File: src/rtl/de0_uart_rx.sv
`timescale 1ns/1ps
// -----------------------------------------------------------------------------
// de0_uart_rx
//   8N1 serial receiver for the DE0 board UART pin. It deserialises frames,
//   buffers the received bytes in a FIFO and exposes them to the CPU through a
//   two-register Wishbone slave.
//
// Parameters
//   BAUD_DIV  wb_clk_i cycles per serial bit (4..65535)
//   FIFO_AW   FIFO address width; depth = 2**FIFO_AW bytes
//
// Ports
//   wb_clk_i   system clock
//   wb_rst_i   asynchronous reset, active-high
//   wb_adr_i   register select: 0 = data (read pops FIFO), 1 = status
//   wb_dat_i   write data; status bits [2] and [3] are write-1-to-clear
//   wb_dat_o   read data, valid while wb_ack_o=1, otherwise 00
//   wb_we_i    1 = write cycle
//   wb_stb_i   cycle request
//   wb_ack_o   one-cycle acknowledge
//   uart_rxd   asynchronous serial input, idle high
//   rx_irq     high while the FIFO holds data (registered)
//
// Handshake: a request is accepted in the cycle where wb_stb_i=1 and
// wb_ack_o=0; the acknowledge and read data are registered on the next edge
// and last exactly one cycle. Holding wb_stb_i high therefore yields one
// accepted request every second cycle.
//
// Status register: {4'b0, ovr, fe, full, ~empty}
// -----------------------------------------------------------------------------
module de0_uart_rx #(
    parameter int BAUD_DIV = 868,
    parameter int FIFO_AW  = 4
) (
    input  logic       wb_clk_i,
    input  logic       wb_rst_i,
    input  logic       wb_adr_i,
    input  logic [7:0] wb_dat_i,
    output logic [7:0] wb_dat_o,
    input  logic       wb_we_i,
    input  logic       wb_stb_i,
    output logic       wb_ack_o,
    input  logic       uart_rxd,
    output logic       rx_irq
);

    localparam int DEPTH = 1 << FIFO_AW;

    localparam logic [1:0] S_IDLE  = 2'd0;
    localparam logic [1:0] S_START = 2'd1;
    localparam logic [1:0] S_DATA  = 2'd2;
    localparam logic [1:0] S_STOP  = 2'd3;

    localparam logic [15:0] HALF_BIT = 16'(BAUD_DIV / 2 - 1);
    localparam logic [15:0] FULL_BIT = 16'(BAUD_DIV - 1);

    // Receiver state
    logic             rx_meta;
    logic             rxs;
    logic [1:0]       state;
    logic [15:0]      cnt;
    logic [2:0]       idx;
    logic [7:0]       shift;

    // FIFO state
    logic [FIFO_AW:0] wr_ptr;
    logic [FIFO_AW:0] rd_ptr;
    logic [7:0]       mem [DEPTH];
    logic             empty;
    logic             full;

    // Flags and bus-side decode
    logic             fe;
    logic             ovr;
    logic             bit_tick;
    logic             push_req;
    logic             frame_err;
    logic             wb_start;
    logic             rd_pop;
    logic             push_ok;
    logic             overrun;
    logic             clr_fe;
    logic             clr_ovr;
    logic [7:0]       rd_data;
    logic             unused_dat_bits;

    assign empty = (wr_ptr == rd_ptr);
    assign full  = (wr_ptr[FIFO_AW] != rd_ptr[FIFO_AW]) &&
                   (wr_ptr[FIFO_AW-1:0] == rd_ptr[FIFO_AW-1:0]);

    assign bit_tick  = (cnt == 16'd0);
    assign push_req  = (state == S_STOP) && bit_tick && rxs;
    assign frame_err = (state == S_STOP) && bit_tick && !rxs;

    assign wb_start = wb_stb_i & ~wb_ack_o;
    assign rd_pop   = wb_start & ~wb_we_i & ~wb_adr_i & ~empty;
    // A pop in the same cycle frees a slot, so a push into a full FIFO is kept.
    assign push_ok  = push_req & (~full | rd_pop);
    assign overrun  = push_req & full & ~rd_pop;
    assign clr_fe   = wb_start & wb_we_i & wb_adr_i & wb_dat_i[2];
    assign clr_ovr  = wb_start & wb_we_i & wb_adr_i & wb_dat_i[3];

    assign unused_dat_bits = ^{wb_dat_i[7:4], wb_dat_i[1:0]};

    // 2-FF synchroniser; resets to idle-high so no false start after reset.
    always_ff @(posedge wb_clk_i or posedge wb_rst_i) begin
        if (wb_rst_i) begin
            rx_meta <= 1'b1;
            rxs     <= 1'b1;
        end else begin
            rx_meta <= uart_rxd;
            rxs     <= rx_meta;
        end
    end

    // Frame FSM: the start bit is timed to its centre, every later bit is
    // sampled one full bit period after the previous sample.
    always_ff @(posedge wb_clk_i or posedge wb_rst_i) begin
        if (wb_rst_i) begin
            state <= S_IDLE;
            cnt   <= 16'd0;
            idx   <= 3'd0;
            shift <= 8'h00;
        end else begin
            case (state)
                S_IDLE: begin
                    if (!rxs) begin
                        state <= S_START;
                        cnt   <= HALF_BIT;
                    end
                end
                S_START: begin
                    if (!bit_tick) begin
                        cnt <= cnt - 16'd1;
                    end else if (rxs) begin
                        state <= S_IDLE;
                    end else begin
                        state <= S_DATA;
                        cnt   <= FULL_BIT;
                        idx   <= 3'd0;
                    end
                end
                S_DATA: begin
                    if (!bit_tick) begin
                        cnt <= cnt - 16'd1;
                    end else begin
                        shift[idx] <= rxs;
                        cnt        <= FULL_BIT;
                        if (idx == 3'd7) begin
                            state <= S_STOP;
                        end else begin
                            idx <= idx + 3'd1;
                        end
                    end
                end
                default: begin // S_STOP
                    if (!bit_tick) begin
                        cnt <= cnt - 16'd1;
                    end else begin
                        // Back to IDLE at the stop-bit centre so a start edge
                        // arriving in the second half of the stop bit is caught.
                        state <= S_IDLE;
                        cnt   <= 16'd0;
                    end
                end
            endcase
        end
    end

    // FIFO storage carries no reset; only the pointers define its contents.
    always_ff @(posedge wb_clk_i) begin
        if (push_ok) begin
            mem[wr_ptr[FIFO_AW-1:0]] <= shift;
        end
    end

    always_ff @(posedge wb_clk_i or posedge wb_rst_i) begin
        if (wb_rst_i) begin
            wr_ptr <= '0;
            rd_ptr <= '0;
        end else begin
            if (push_ok) wr_ptr <= wr_ptr + 1'b1;
            if (rd_pop)  rd_ptr <= rd_ptr + 1'b1;
        end
    end

    // Sticky error flags; a new error outranks a simultaneous clear.
    always_ff @(posedge wb_clk_i or posedge wb_rst_i) begin
        if (wb_rst_i) begin
            fe  <= 1'b0;
            ovr <= 1'b0;
        end else begin
            if (frame_err)   fe <= 1'b1;
            else if (clr_fe) fe <= 1'b0;
            if (overrun)      ovr <= 1'b1;
            else if (clr_ovr) ovr <= 1'b0;
        end
    end

    always_comb begin
        rd_data = 8'h00;
        if (wb_adr_i) begin
            rd_data = {4'b0000, ovr, fe, full, ~empty};
        end else if (!empty) begin
            rd_data = mem[rd_ptr[FIFO_AW-1:0]];
        end
    end

    always_ff @(posedge wb_clk_i or posedge wb_rst_i) begin
        if (wb_rst_i) begin
            wb_ack_o <= 1'b0;
            wb_dat_o <= 8'h00;
            rx_irq   <= 1'b0;
        end else begin
            wb_ack_o <= wb_start;
            wb_dat_o <= (wb_start && !wb_we_i) ? rd_data : 8'h00;
            rx_irq   <= ~empty;
        end
    end

endmodule

File: config.mk
export PLATFORM = sky130hd
export DESIGN_NAME = de0_uart_rx
export DESIGN_NICKNAME = d
export VERILOG_FILES = /design/src/rtl/de0_uart_rx.sv
export SDC_FILE = /design/constraint.sdc
export NUM_CORES = 1
export LEC_CHECK = 0
export ABC_AREA = 1
export CORE_ASPECT_RATIO = 1.4
export CORE_MARGIN = 2
export CORE_UTILIZATION = 60
export DETAILED_ROUTE_END_ITERATION = 16
export HOLD_SLACK_MARGIN = 0.1
export PLACE_DENSITY = 0.78
export SYNTH_ARGS = -nofsm -noshare
export SYNTH_HDL_FRONTEND = slang
export SYNTH_SLANG_ARGS = --single-unit
File: constraint.sdc
create_clock -name wb_clk_i -period 3.25 [get_ports wb_clk_i]
set_input_delay 0.8125 -clock wb_clk_i [delete_from_list [all_inputs] [get_ports wb_clk_i]]
set_output_delay 0.8125 -clock wb_clk_i [all_outputs]
set_load 0.01 [all_outputs]
==> run summary, run 1 <==
fill cell total of the finished layout -> 989
Pwr per Cell Area -> 657.3 nW/um^2
number of synthesized flops with an enable pin -> 128
die area -> 14740 sq um
minimum clock period -> 2.677 ns
Max-slew headroom -> 46.85%
routability cong. -> 0.9745
synthesized cell area -> 8265 sq um
GR Overflow Total -> 0
synth cell count leaders -> nand2_1, edfxtp_1, nor2_1
Leak Pwr -> 4.068 nW
DR DRC count -> 0
Die Y -> 142.9 microns
top-count cell post-synth -> nand2_1
largest net degree at the start of global routing -> 50
Setup crit start kind -> flop
via count -> 6032
initial antenna violation count -> 0
area share of the largest cell type after synthesis -> 46.50%
clk root buf -> clkbuf_16
fmax -> 373.6 MHz
sequential-to-total area share from yosys stat -> 62.58%
final setup fails -> 0
initial core utilization -> 61.74%
Synth async-reset ratio -> 29.28%
number of global-route vias before repair -> 6111
clock sink total -> 181
flops & latches, synth -> 181
distinct cell type count after synthesis -> 36
overall fraction of global-route tracks in use -> 27.40%
Post-DRT Antenna Nets -> 0
Clock Latency Late Sink -> 0.43 ns
Avg Inst Size Synth -> 9.982 sq um
# nets final -> 888
Compound-Gate Fraction of Synth Area -> 7.387%
CTS tree -> yes
area leader, netlist -> edfxtp_1
Die Span X -> 103.2 microns
post-route setup TNS -> 0 ns
Slew Limit Fails -> 0
antenna cells -> 0
post-CTS setup buffer count -> 0
Worst Path Max Fanout -> 24
Syn. warnings -> 0
CP endpoint kind -> flop
layout cells sized above 1 -> 10.30%
drt wl/cell -> 17.80 microns
Post-Route WL -> 18800 microns
kind of critical path -> flop to flop
XOR/XNOR share of the synthesized area -> 1.801%
Final Hold Vio Count -> 0
Layout Utilization -> 69.54%
RSZ-0062 raised after global routing -> false
R2R Setup Slk -> 0.57 ns
top-level I/O count -> 24
Syn Nets -> 855
hpwl dp -> 12730 microns
Std-Cell Rows -> 50
VDD IR max -> 0.4467 mV
Worst-Margin Slew -> 0.7972 ns
Port-buffer cells -> 17
Cells after Synth -> 828
post_cts resized -> 0
Worst path max stage delay -> 0.79 ns
Critical Path AT -> 2.87 ns
1st-iter DRT viols -> 468
largest family of logic cells by synthesized area -> simple AND/OR/NAND/NOR gates
most used cell along the critical path -> nand2_1
clock buffer depth -> 2
status -> completed
area share of fa/ha/maj cells after synthesis -> 1.968%
core area -> 13390 sq um
max-capacitance violation count -> 0
number of CTS-inserted buffers -> 17
Clock Skew -> 0.006813 ns
first-pass GRT wire length -> 30080 microns
Crit path required time -> 3.44 ns
multiplexer share of the synthesized area -> 0%
CP max-delay cell -> dfrtp_1
via/cell ratio -> 5.712
hold_buf cts -> 0
DRT Pass-1 Iters -> 6
min-delay worst type -> flop to flop
Final Cycle Share -> 82.36%
Area Growth Syn to Fin -> 12.64%
Reg clk slew, reported paths -> 0.07 ns
H-tree Lvls -> 4
Post-Synth Simple-Gate Area -> 20.39%
synth top area cells -> edfxtp_1, dfrtp_1, nand2_1
critical-path cell list -> inv_2, nand2_1, nand2_1, nor2_1, nand3_2, nand2_2, nor3_1, buf_4
Primary FF master, synth -> edfxtp_1
[where the power goes]
group          internal [mW]  switching [mW]  total [mW]
logic                  0.482           0.974        1.46
clock network           1.09           0.941        2.03
registers               2.49           0.136        2.63
total                   4.07            2.05        6.12
[cells in the final DEF, fill, tap and decap left out, types with 4 or more instances in the layout]
| cell type | synthesis | routed |
|---|---|---|
| inv_8 | 0 | 4 |
| a21oi_1 | 12 | 12 |
| xor2_1 | 14 | 14 |
| nor2_1 | 110 | 110 |
| clkdlybuf4s50_1 | 0 | 17 |
| o21ai_1 | 20 | 20 |
| o21ai_0 | 57 | 57 |
| nand4_1 | 8 | 8 |
| nand2_2 | 6 | 6 |
| clkinv_4 | 0 | 4 |
| o211ai_1 | 12 | 12 |
| edfxtp_1 | 128 | 128 |
| nand2_1 | 165 | 165 |
| ha_1 | 13 | 13 |
| buf_4 | 1 | 24 |
| inv_2 | 9 | 10 |
| o22ai_1 | 8 | 8 |
| nand3_1 | 63 | 63 |
| inv_1 | 85 | 84 |
| dfrtp_1 | 51 | 50 |
| nor3_1 | 15 | 15 |
| clkbuf_16 | 0 | 17 |
[cell type report]
class,instances,area [sq um],share of cell area [%]
clock buffers,17,425.4,4.569
clock inverters,15,165.2,1.774
inverters,96,360.3,3.870
multi-input cells,524,2608,28.01
flip-flops and latches,181,5174,55.57
well taps,182,227.7,2.446
repair buffers,41,350.3,3.763
[state kept, by name, indices dropped and copies added (netlist names), 2 cells and up]
name,flops
shift,8
mem,128
rd_ptr,5
wr_ptr,5
cnt,16
wb_dat_o,8
idx,3
state,2
[cells by family (layout without fill, tap and decap cells)]
logic type | count (synthesis) | after routing
simple gates | 382 | 382
buf+inv | 123 | 169
flops | 181 | 181
xor+xnor | 17 | 17
fa+ha+maj | 13 | 13
compound gates | 112 | 112
[layer usage]
metal / global-route usage [%] / wire length (microns) / vias to the layer above
li1: - / - / 2844
met5: 0 / 0 / -
met4: 14.96 / 957 / 0
met1: 32.26 / 6925 / 2848
met3: 5.335 / 1168 / 63
met2: 46.62 / 9750 / 277
[critical path, delay by kind of cell, from the launching register on]
kind | cells | cell delay (ns)
buffers and inverters | 2 | 0.58
flip-flops | 1 | 0.79
AND/OR/NAND/NOR | 6 | 1.07
[stage by stage]
stage | setup WS (ns) | power [mW] | hold WS [ns] | std cells | instance area, sq um
final | 0.5733 | 6.119 | 0.3727 | 1056 | 9310
after global routing | 0.4505 | 6.397 | 0.3806 | 1056 | 9310
after CTS | 0.6578 | 6.120 | 0.3705 | 1056 | 9310
after detailed placement | 0.3502 | 4.094 | 0.3599 | 1024 | 8720
after global placement | 0.3860 | 4.029 | 0.3458 | 1024 | 8720
after floorplan | 0.6350 | 3.682 | 0.3452 | 828 | 8265
[final timing paths]
path / start / to / cells after the start
setup / recovery: rd_ptr[1] / mem[4][7] / 8
hold / removal: rx_meta / rxs / 0
setup reg to reg: rd_ptr[1] / mem[4][7] / 8
hold reg to reg: rx_meta / rxs / 0
max in group asynchronous: wb_rst_i / rxs / 3
min in group asynchronous: wb_rst_i / cnt[3] / 2
Power figures use the tool's default switching activity.
==> run 2, diff against run 1 <==
CORE_UTILIZATION = 55   (was 60)
PLACE_DENSITY = 0.75   (was 0.78)
clock period = 2.4 ns   (was 3.25 ns; I/O delays follow)
==> run summary, run 2 (same netlist as run 1, synthesis figures left out) <==
multi-input logic area -> 2613 sq um (+0.19%)
Die Span X -> 107.6 microns (+4.3%)
post-route setup TNS -> 0 ns (unchanged)
first-pass GRT wire length -> 29060 microns (-3.4%)
H-tree Lvls -> 4 (unchanged)
1st-iter DRT viols -> 452 (-3.4%)
Final Power -> 8.210 mW (+34%)
CP max-delay cell -> dfrtp_1
hold_buf cts -> 0 (unchanged)
Final WS setup -> 0.2026 ns (-0.3707 ns)
core area -> 14850 sq um (+11%)
largest net degree at the start of global routing -> 37 (-26%)
Critical Path AT -> 2.34 ns (-0.53 ns)
number of CTS-inserted buffers -> 17 (unchanged)
initial core utilization -> 55.64% (-6.1 points)
R2R Setup Slk -> 0.20 ns (-0.37 ns)
min-delay worst type -> flop to flop
CP delay by family, top -> simple AND/OR/NAND/NOR gates
drt wl/cell -> 16.71 microns (-6.2%)
Comb pwr share -> 25.8% (+2.0 points)
Setup crit start kind -> flop
layout cells sized above 1 -> 11.60% (+1.3 points)
final setup fails -> 0 (unchanged)
minimum clock period -> 2.197 ns (-0.4793 ns)
clock group share of total power -> 31.8% (-1.4 points)
fmax -> 455.1 MHz (+22%)
Port-buffer cells -> 17 (unchanged)
Leak Pwr -> 4.145 nW (+1.9%)
Worst path max stage delay -> 0.41 ns (-0.38 ns)
die area -> 16040 sq um (+8.8%)
via/cell ratio -> 5.440 (-4.8%)
clock sink total -> 181 (unchanged)
Final Cycle Share -> 91.56% (+9.2 points)
# nets final -> 902 (+1.6%)
Internal -> 5.480 mW (+35%)
DRT Pass-1 Iters -> 5 (-1)
Clock Skew -> 0.009697 ns (+0.002884 ns)
GR Overflow Total -> 0 (unchanged)
gr busiest metal -> met2
most common cell after layout, fill and taps aside -> nand2_1
kind of critical path -> flop to flop
overall fraction of global-route tracks in use -> 24.09% (-3.3 points)
sw frac -> 33.26% (-0.25 points)
Worst-Margin Slew -> 0.7934 ns (-0.003792 ns)
CTS tree -> yes
Critical path buffers and inverters -> 2 (unchanged)
Std-Cell Rows -> 53 (+6.0%)
critical-path cell list -> inv_1, ha_1, nand2_4, nor2_8, nand3_4, nor3_4, nand2_4, nor3_1, buf_4
post-placement worst setup slack -> -0.1754 ns (-0.5256 ns)
Seq pwr share -> 42.4% (-0.6 points)
Max-slew headroom -> 47.11% (+0.25 points)
clk root buf -> clkbuf_16
DR DRC count -> 0 (unchanged)
Sw Pwr -> 2.730 mW (+33%)
most used cell along the critical path -> nand2_4
Post-DRT Antenna Nets -> 0 (unchanged)
number of global-route vias before repair -> 5801 (-5.1%)
most frequent cells in the layout -> nand2_1, edfxtp_1, nor2_1
fill cell total of the finished layout -> 1209 (+22%)
post-CTS setup buffer count -> 0 (unchanged)
antenna cells -> 0 (unchanged)
Clock Latency Late Sink -> 0.43 ns (about the same)
met2 Usage GRT -> 41.35% (-5.3 points)
Crit path required time -> 2.54 ns (-0.90 ns)
Pwr per Cell Area -> 869.2 nW/um^2 (+32%)
met1 track demand over resource -> 27.81% (-4.5 points)
VDD IR max -> 0.5784 mV (+30%)
Worst Path Max Fanout -> 14 (-42%)
register area -> 5174 sq um (unchanged)
Slew Limit Fails -> 0 (unchanged)
Area Growth Syn to Fin -> 14.27%
Die Y -> 149.1 microns (+4.3%)
status -> completed
hpwl dp -> 12410 microns (-2.5%)
Final Hold Vio Count -> 0 (unchanged)
max-capacitance violation count -> 0 (unchanged)
initial antenna violation count -> 0 (unchanged)
routability cong. -> 0.8845 (-9.2%)
clock buffer depth -> 2 (unchanged)
RSZ-0062 raised after global routing -> false
top-level I/O count -> 24 (unchanged)
Largest register FFs -> 128 (unchanged)
met3 usage -> 3.888% (-1.4 points)
via count -> 5875 (-2.6%)
CP endpoint kind -> flop
Reg clk slew, reported paths -> 0.07 ns (about the same)
Post-Route WL -> 18040 microns (-4.0%)
## run 2: what timing repair did
action | 4_1_cts | 5_1_grt
gates resized for setup | 0 | 1
endpoints found under the hold margin | 0 | 0
endpoints found under the setup margin | 0 | 20
## run 2: final timing paths
kind | to | startpoint | cells after the start
setup reg to reg | mem[15][2] | cnt[0] | 9
setup / recovery | mem[15][2] | cnt[0] | 9
hold reg to reg | rxs | rx_meta | 0
max in group asynchronous | rd_ptr[4] | wb_rst_i | 3
min in group asynchronous | wb_dat_o[5] | wb_rst_i | 2
hold / removal | rxs | rx_meta | 0
## run 2: area by class of cell
| class | count | area share [%] |
|---|---|---|
| inverter | 96 | 3.815 |
| clock buffer | 17 | 4.504 |
| tap | 192 | 2.543 |
| sequential | 181 | 54.78 |
| clock inverter | 15 | 1.484 |
| timing repair buffer | 55 | 5.219 |
| multi-input combinational | 524 | 27.66 |
## run 2: through the flow
stage	cells	area [sq um]	hold WS (ns)	util (%)
2_1_floorplan	828	8265	0.3452	-
3_3_place_gp	1048	8875	0.3527	59.75
3_5_place_dp	1048	8875	0.3520	59.75
4_1_cts	1080	9440	0.3619	63.55
5_1_grt	1080	9445	0.3637	63.59
6_report	1080	9445	0.3587	63.59
## run 2: layer usage
metal  vias up  wire, microns
met1      2731           6740
li1       2871              -
met3        53            955
met5         -              0
met2       220           9455
met4         0            892
## run 2: power by group through the flow
stage | registers [mW] | clock network (mW) | logic [mW]
5_1_grt | 3.49 | 2.75 | 2.37
6_report | 3.48 | 2.61 | 2.12
3_3_place_gp | 3.54 | 0 | 2.06
4_1_cts | 3.48 | 2.65 | 2.13
3_5_place_dp | 3.54 | 0 | 2.10
2_1_floorplan | 3.50 | 0 | 1.49
==> run 3, diff against run 2 <==
CORE_MARGIN = default   (was 2)
CORE_UTILIZATION = 60   (was 55)
PLACE_DENSITY = 0.78   (was 0.75)
clock period = 2.5 ns   (was 2.4 ns; I/O delays follow)
==> run summary, run 3 (same netlist as run 1, synthesis figures left out) <==
status -> completed
Reg clk slew, reported paths -> 0.07 ns (about the same)
Area Growth Syn to Fin -> 13.62%
CP endpoint kind -> flop
post-route setup TNS -> 0 ns (unchanged)
antenna cells -> 0 (unchanged)
Worst-Margin Slew -> 0.8563 ns (+0.06291 ns)
Post-DRT Antenna Nets -> 0 (unchanged)
H-tree Lvls -> 4 (unchanged)
layout cells sized above 1 -> 11.20% (-0.40 points)
1st-iter DRT viols -> 523 (+16%)
fill cell total of the finished layout -> 977 (-19%)
routability cong. -> 0.9797 (+11%)
fmax -> 430.4 MHz (-5.4%)
Die Span X -> 101.2 microns (-6.0%)
number of global-route vias before repair -> 5959 (+2.7%)
overall fraction of global-route tracks in use -> 29.60% (+5.5 points)
clk root buf -> clkbuf_16
Worst path max stage delay -> 0.41 ns (about the same)
largest net degree at the start of global routing -> 54 (+46%)
Layout Utilization -> 70.15% (+6.6 points)
number of CTS-inserted buffers -> 17 (unchanged)
DR DRC count -> 0 (unchanged)
Leak Pwr -> 4.129 nW (-0.38%)
drt wl/cell -> 18.58 microns (+11%)
DRT Pass-1 Iters -> 8 (+3)
hold_buf cts -> 0 (unchanged)
Post-Route WL -> 19810 microns (+9.8%)
die area -> 14260 sq um (-11%)
via count -> 6081 (+3.5%)
Critical Path AT -> 2.46 ns (+0.12 ns)
Clock Latency Late Sink -> 0.43 ns (about the same)
top-level I/O count -> 24 (unchanged)
most common cell after layout, fill and taps aside -> nand2_1
CTS tree -> yes
final setup fails -> 0 (unchanged)
# nets final -> 898 (-0.44%)
Setup crit start kind -> flop
Worst Path Max Fanout -> 8 (-6)
Die Y -> 140.9 microns (-5.5%)
RSZ-0062 raised after global routing -> false
minimum clock period -> 2.324 ns (+0.1262 ns)
most used cell along the critical path -> buf_4
Critical path buffers and inverters -> 3 (+1)
Pwr per Cell Area -> 852.8 nW/um^2 (-1.9%)
clock buffer depth -> 2 (unchanged)
CP delay by family, top -> simple AND/OR/NAND/NOR gates
clock sink total -> 181 (unchanged)
dpl cells -> 1034 (-1.3%)
GR Overflow Total -> 0 (unchanged)
CP max-delay cell -> dfrtp_1
kind of critical path -> flop to flop
VDD IR max -> 0.6789 mV (+17%)
min-delay worst type -> flop to flop
most frequent cells in the layout -> nand2_1, edfxtp_1, nor2_1
Final Hold Vio Count -> 0 (unchanged)
Final Cycle Share -> 92.94% (+1.4 points)
Std-Cell Rows -> 50 (-5.7%)
Crit path required time -> 2.64 ns (+0.10 ns)
initial core utilization -> 61.74% (+6.1 points)
Slew Limit Fails -> 0 (unchanged)
worst hold slack -> 0.3585 ns (-0.0001960 ns)
Largest register FFs -> 128 (unchanged)
Port-buffer cells -> 17 (unchanged)
via/cell ratio -> 5.705 (+4.9%)
Max-slew headroom -> 42.91% (-4.2 points)
max-capacitance violation count -> 0 (unchanged)
initial antenna violation count -> 0 (unchanged)
Non-Filler Instances -> 1066 (-1.3%)
critical-path cell list -> inv_1, ha_1, nand2_4, nor2_8, nand3_4, nor3_4, buf_4, nand4_1, nor2_1, buf_4
Clock Skew -> 0.007760 ns (-0.001938 ns)
first-pass GRT wire length -> 30780 microns (+5.9%)
hpwl dp -> 13250 microns (+6.8%)
core area -> 13390 sq um (-9.9%)
-- run 3: changes by cell type in the layout (fill, tap and decap cells not counted), sizes merged --
cell	previous run	this run
clkinv	10	7
clkbuf	17	23
buf	38	34
inv	101	98
-- run 3: per-layer routing --
layer,GRT usage (%),vias up,wire [microns]
met3,6.693,72,1496
li1,-,2854,-
met4,16.55,0,1098
met2,50.09,295,10110
met5,0,-,0
met1,34.47,2860,7105
-- run 3: cell type report --
class / instances / area [sq um] / area share (%)
multi-input cells: 524 / 2613 / 27.82
well taps: 182 / 227.7 / 2.425
clock inverters: 9 / 63.81 / 0.6795
flip-flops and latches: 181 / 5174 / 55.09
clock buffers: 23 / 503.0 / 5.356
inverters: 96 / 360.3 / 3.837
repair buffers: 51 / 450.4 / 4.796
-- run 3: timing repair --
item	4_1_cts	5_1_grt
endpoints found under the setup margin	0	8
resized for setup	0	1
setup buffers	0	0
-- run 3: where the power goes --
group / switching, mW / leakage (nW) / total, mW / internal [mW]
sequential: 0.0928 / 2.18 / 3.34 / 3.25
clock: 1.10 / 0.289 / 2.54 / 1.43
combinational: 1.45 / 1.66 / 2.13 / 0.683
total: 2.65 / 4.13 / 8.01 / 5.36
-- run 3: path summary, 6_finish.rpt --
| check | from | slack [ns] | cells past startpoint | end |
|---|---|---|---|---|
| hold / removal | rx_meta | 0.36 | 0 | rxs |
| max in group asynchronous | wb_rst_i | 1.65 | 3 | rx_meta |
| hold reg to reg | rx_meta | 0.36 | 0 | rxs |
| setup / recovery | cnt[0] | 0.18 | 10 | mem[3][7] |
| setup reg to reg | cnt[0] | 0.18 | 10 | mem[3][7] |
| min in group asynchronous | wb_rst_i | 0.56 | 3 | wb_ack_o |
-- run 3: through the flow --
step	total power, mW	area, sq um	setup WS [ns]
floorplan	4.787	8265	0.03393
global placement	5.386	8820	-0.01479
detailed placement	5.459	8820	-0.05974
CTS	7.978	9387	0.1326
global route	8.339	9392	0.04092
finish	8.009	9392	0.1764
